==> config.mk <==
export PLATFORM = sky130hd
export DESIGN_NAME = module_rca_sequencer
export DESIGN_NICKNAME = d
export VERILOG_FILES = /design/src/rtl/module_rca_sequencer.sv
export SDC_FILE = /design/constraint.sdc
export NUM_CORES = 1
export LEC_CHECK = 0
export ABC_AREA = 0
export CAP_MARGIN = 20
export CORE_ASPECT_RATIO = 1.25
export CORE_MARGIN = 4
export CORE_UTILIZATION = 48
export DETAILED_ROUTE_END_ITERATION = 7
export GPL_TIMING_DRIVEN = 0
export PLACE_DENSITY = 0.75
export SKIP_CTS_REPAIR_TIMING = 1
export SLEW_MARGIN = 30
export SYNTH_ARGS = -nofsm -noshare
export SYNTH_HDL_FRONTEND = slang
export SYNTH_SLANG_ARGS = --single-unit
==> constraint.sdc <==
create_clock -name clk_i -period 4.5 [get_ports clk_i]
set_input_delay 0.45 -clock clk_i [delete_from_list [all_inputs] [get_ports clk_i]]
set_output_delay 0.45 -clock clk_i [all_outputs]
set_load 0.01 [all_outputs]
==> src/rtl/module_rca_sequencer.sv <==
// Word-serial wide adder: a single RCAWIDE-bit ripple carry adder is reused
// once per word, least-significant word first, with the carry kept in a
// register between words. The wide result is published in one step when the
// last word has been added, so no partial sum is ever visible on sum_o.
`timescale 1ns/1ps

// Combinational ripple carry adder of configurable width.
module module_ripple_carry_adder #(
  parameter int WIDTH = 8
) (
  input  logic [WIDTH-1:0] a_i,
  input  logic [WIDTH-1:0] b_i,
  input  logic             carry_i,
  output logic [WIDTH-1:0] sum_o,
  output logic             carry_o
);

  // Bit-by-bit full-adder chain, carry rippling from bit 0 upwards.
  always_comb begin
    // NOTE: blocking '=' is correct here: 'carry' is a temporary that must
    // carry the value from the previous loop iteration within this block.
    logic carry;
    carry = carry_i;
    sum_o = '0;
    for (int i = 0; i < WIDTH; i++) begin
      sum_o[i] = a_i[i] ^ b_i[i] ^ carry;
      carry    = (a_i[i] & b_i[i]) | (a_i[i] & carry) | (b_i[i] & carry);
    end
    carry_o = carry;
  end

endmodule

// Sequencer that walks the operand words through the shared adder.
module module_rca_sequencer #(
  parameter int RCAWIDE = 8,
  parameter int NWORDS  = 4
) (
  input  logic                       clk_i,
  input  logic                       rst_n_i,
  input  logic                       start_i,
  input  logic [RCAWIDE*NWORDS-1:0]  a_i,
  input  logic [RCAWIDE*NWORDS-1:0]  b_i,
  input  logic                       carry_i,
  output logic                       ready_o,
  output logic                       done_o,
  output logic [RCAWIDE*NWORDS-1:0]  sum_o,
  output logic                       carry_o
);

  localparam int W    = RCAWIDE * NWORDS;
  localparam int IDXW = (NWORDS > 1) ? $clog2(NWORDS) : 1;
  localparam logic [IDXW-1:0] LAST_IDX = IDXW'(NWORDS - 1);

  typedef enum logic [1:0] {
    IDLE = 2'd0,
    ADD  = 2'd1,
    DONE = 2'd2
  } state_e;

  state_e            state_q, state_d;
  logic [IDXW-1:0]   idx_q,   idx_d;
  logic              carry_q, carry_d;
  logic [W-1:0]      a_q,     a_d;
  logic [W-1:0]      b_q,     b_d;
  logic [W-1:0]      res_q,   res_d;
  logic [W-1:0]      sum_q,   sum_d;
  logic              cout_q,  cout_d;

  logic [RCAWIDE-1:0] add_a;
  logic [RCAWIDE-1:0] add_b;
  logic [RCAWIDE-1:0] add_sum;
  logic               add_cout;

  // Current word of each captured operand feeds the shared adder.
  assign add_a = a_q[idx_q*RCAWIDE +: RCAWIDE];
  assign add_b = b_q[idx_q*RCAWIDE +: RCAWIDE];

  module_ripple_carry_adder #(
    .WIDTH (RCAWIDE)
  ) u_rca (
    .a_i     (add_a),
    .b_i     (add_b),
    .carry_i (carry_q),
    .sum_o   (add_sum),
    .carry_o (add_cout)
  );

  // Next-state and datapath update: capture in IDLE, one word per ADD cycle,
  // publish the full result on the ADD->DONE transition.
  always_comb begin
    // NOTE: every signal gets a hold default first so no branch leaves it
    // unassigned; that is what keeps this block free of inferred latches.
    state_d = state_q;
    idx_d   = idx_q;
    carry_d = carry_q;
    a_d     = a_q;
    b_d     = b_q;
    res_d   = res_q;
    sum_d   = sum_q;
    cout_d  = cout_q;

    unique case (state_q)
      IDLE: begin
        if (start_i) begin
          a_d     = a_i;
          b_d     = b_i;
          carry_d = carry_i;
          idx_d   = '0;
          state_d = ADD;
        end
      end
      ADD: begin
        res_d[idx_q*RCAWIDE +: RCAWIDE] = add_sum;
        carry_d = add_cout;
        if (idx_q == LAST_IDX) begin
          // idx is left at its last value so it never wraps inside ADD.
          sum_d   = res_d;
          cout_d  = add_cout;
          state_d = DONE;
        end else begin
          idx_d = idx_q + 1'b1;
        end
      end
      DONE: begin
        state_d = IDLE;
      end
      default: begin
        state_d = IDLE;
      end
    endcase
  end

  // State and datapath registers with asynchronous active-low reset.
  always_ff @(posedge clk_i or negedge rst_n_i) begin
    // NOTE: the wide operand/result registers are reset too, so an aborted
    // operation leaves no stale data behind and outputs are 0 out of reset.
    if (!rst_n_i) begin
      state_q <= IDLE;
      idx_q   <= '0;
      carry_q <= 1'b0;
      a_q     <= '0;
      b_q     <= '0;
      res_q   <= '0;
      sum_q   <= '0;
      cout_q  <= 1'b0;
    end else begin
      state_q <= state_d;
      idx_q   <= idx_d;
      carry_q <= carry_d;
      a_q     <= a_d;
      b_q     <= b_d;
      res_q   <= res_d;
      sum_q   <= sum_d;
      cout_q  <= cout_d;
    end
  end

  assign ready_o = (state_q == IDLE);
  assign done_o  = (state_q == DONE);
  assign sum_o   = sum_q;
  assign carry_o = cout_q;

endmodule

==> impl_metrics.py <==
metrics = {
    "worst_setup_path": {
        "path_class": "reg2reg",
        "crit_top_cell": "fa_2",
        "required_ns": 4.79,
        "slowest_delay_ns": 0.50,
        "worstSetupEndpointType": "register",
        "cp_max_fo": 6,
        "worst_setup_path_start_kind": "register",
        "crit_path_cell_trace": "buf_6 > buf_12 > mux4_2 > fa_2 > inv_2 > fa_2 > fa_2 > fa_2 > fa_2 > fa_2 > fa_2 > inv_2 > fa_2 > a21oi_1 > a21oi_1",
        "cp_slowest_cell": "fa_2",
        "timing.rr.end": "sum_o[31]",
        "r2r_cells": 15,
        "r2r_start": "idx_q[0]",
        "critPathBufInv": 4,
        "cp_top_family": "adder cells",
        "worstPathArrival_ns": 4.74,
        "r2r_setup_slack_ns": 0.05,
    },
    "floorplanning": {
        "rows": 46,
        "dieWidth_um": 109,
        "design.die.area_um2": 14700,
        "io_pins": 103,
        "start_util_pct": 48.7,
        "die_y_um": 135,
        "core_area_um2": 12700,
    },
    "synthesis": {
        "synthAdderAreaFrac_pct": 3.82,
        "yosys_warnings": 0,
        "synth_top_family_by_area": "multiplexers",
        "synth.ff_latch_count": 134,
        "syn-num-nets": 545,
        "synth_xor_area_share_pct": 0,
        "synthDistinctLibCells": 36,
        "syn_inst": 463,
        "yosysSeqAreaShare_pct": 54.4,
        "postSynthAreaPerCell_um2": 13.3,
        "synth.cell_area_um2": 6160,
        "synth_compound_area_share_pct": 10.3,
        "synthSimpleGateAreaFrac_pct": 8.69,
        "synth.area.mux_share_pct": 18.1,
    },
    "power_and_ir_drop": {
        "irDropWorstVdd_uv": 851,
        "p_per_area_nw_per_um2": 921,
        "leakage_uw": 0.00335,
        "p_total_uw": 7470,
    },
    "grt": {
        "grt_pass1_vias": 4409,
        "grt_pass1_wl_um": 22900,
        "grtUsageTotal_pct": 20.6,
        "grt_max_degree": 85,
        "gr-total-overflow": 0,
        "antenna_found_initial": 0,
    },
    "clock_network": {
        "clk_pin_slew_ns": 0.06,
        "cts_num_sinks": 134,
        "cts_buffer_depth": 2,
        "cts_root_buf": "clkbuf_16",
        "htree_levels": 4,
        "cts_tree": "built",
        "cts_made_buffers": 17,
        "clk_latency_ns": 0.42,
    },
    "worst_hold_path": {
        "min_to": "res_q[16]",
        "hp-start": "res_q[16]",
        "min_path_cells": 1,
        "hp-class": "reg2reg",
    },
    "placed_design": {
        "post_dp_cell_area_um2": 7430,
        "place_congestion": 0.797,
        "hpwl_um": 10300,
        "port-buffer-count": 102,
    },
    "timing": {
        "hold_viol_final": 0,
        "setup_viol": 0,
        "fmax_ghz": 0.225,
        "hold_slack_ns": 0.481,
        "final_max_slew_viol_count": 0,
        "fin_crit_sh_pct": 99.0,
        "fin_crit_ns": 4.45,
        "max-slew-margin-rel_pct": 70.7,
        "worst_pin_slew_ns": 0.440,
        "skew_ns": 0.0112,
        "rsz0062_at_grt": "yes",
    },
    "routing": {
        "drc_errors": 0,
        "ant_nets": 0,
        "wl_per_cell_um": 18.6,
        "viasPerCell": 5.43,
        "wirelength_um": 14400,
        "vias": 4212,
        "dr.pass1.iters": 4,
        "drtIter0Drc": 122,
    },
    "job": {
        "cap_violations": 0,
    },
    "outcome": {
        "outcome": "finished clean",
    },
    "layout": {
        "mostFrequentLayoutCells": "dfrtp_1 (134), clkdlybuf4s50_1 (101), mux2_2 (59)",
        "fin_nets": 676,
        "layout_commonest_cell": "dfrtp_1",
        "n_antenna_cell": 0,
        "syn_to_final_growth_pct": 31.7,
        "finish.instance_area_um2": 8110,
        "drive_gt1_share_pct": 25.2,
    },
}
[worst register-to-register path, stage by stage, from the launching register on]
cell and delay, ns:
dfrtp_1 0.44, buf_6 0.17, buf_12 0.13, mux4_2 0.36, fa_2 0.20, inv_2 0.04, fa_2 0.35, fa_2 0.36
fa_2 0.36, fa_2 0.37, fa_2 0.35, fa_2 0.34, inv_2 0.07, fa_2 0.50, a21oi_1 0.22, a21oi_1 0.09
[state kept, by name, summed over array words and instances, names as in the netlist]
register and count:
a_q 32, b_q 32, res_q 32, sum_o 32, idx_q 2, state_q 2, carry_o 1, carry_q 1
[cells by family (layout without fill, tap and decap cells)]
group | after synthesis | after routing
adder cells (fa/ha/maj) | 14 | 14
flip-flops | 134 | 134
AO/OA/AOI/OAI | 84 | 84
multiplexers | 83 | 83
buffers and inverters | 55 | 199
AND/OR/NAND/NOR | 93 | 93
[layer usage]
layer | vias up | track usage [%] | routed length, µm
met2 | 116 | 35.2 | 7530
met1 | 2145 | 25.9 | 5940
met4 | 0 | 5.20 | 184
met3 | 16 | 5.50 | 730
li1 | 1935 | - | -
met5 | - | 0 | 0
[worst max path at each step]
stage                        start   endpoint  slack [ns]  cells past startpoint
after floorplan           idx_q[0]  sum_o[15]        0.02                     16
after global placement     rst_n_i    b_q[20]       -1.95                      1
after detailed placement  idx_q[1]  sum_o[15]       -0.65                     16
after CTS                 idx_q[1]  sum_o[15]       -0.66                     16
after global routing      idx_q[0]  sum_o[15]       -0.02                     16
final                     idx_q[0]  sum_o[31]        0.05                     15
[final cells by class]
type,count,area (µm²)
Fill cell,1000,4550
Sequential cell,134,3350
Multi-Input combinational cell,274,2550
Timing Repair Buffer,112,1120
Clock buffer,22,454
Buffer,28,223
Tap cell,168,210
Clock inverter,10,105
Inverter,27,101
[per-stage QoR]
stage / utilization (%) / setup TNS (ns) / instances / setup WS [ns]
global placement: 58.4 / -262.64 / 733 / -1.95
finish: 64.1 / 0 / 775 / 0.0472
global route: 64.1 / -0.0274 / 775 / -0.0197
detailed placement: 58.6 / -5.59 / 734 / -0.650
floorplan: - / 0 / 463 / 0.0239
CTS: 63.1 / -5.83 / 766 / -0.660
[cell usage after synthesis, drive strengths merged]
master | n | area, µm²
ha | 6 | 75.1
a21oi | 13 | 65.1
fa | 8 | 160
o21a | 8 | 60.1
nand2b | 38 | 245
o21bai | 1 | 7.51
mux4 | 16 | 360
nor3b | 1 | 7.51
a221o | 1 | 10.0
buf | 23 | 173
o221ai | 8 | 70.1
nand3 | 1 | 5.00
nand3b | 1 | 7.51
nor2b | 9 | 56.3
inv | 27 | 101
and3b | 1 | 8.76
a31oi | 18 | 113
dfrtp | 134 | 3350
nor4 | 1 | 6.26
nand4 | 2 | 12.5
and4bb | 3 | 37.5
mux2 | 66 | 743
o2bb2ai | 28 | 245
mux2i | 1 | 10.0
and3 | 1 | 6.26
or4 | 1 | 7.51
nor2 | 27 | 101
a22o | 7 | 61.3
nand2 | 5 | 18.8
clkbuf | 5 | 18.8
nand4b | 1 | 8.76
and2 | 1 | 6.26
[where the power goes]
group | switching, µW | internal, µW
registers | 303 | 1790
clock network | 504 | 823
logic | 2050 | 2000
total | 2860 | 4610
No activity file was read; power rests on OpenSTA's default activity.
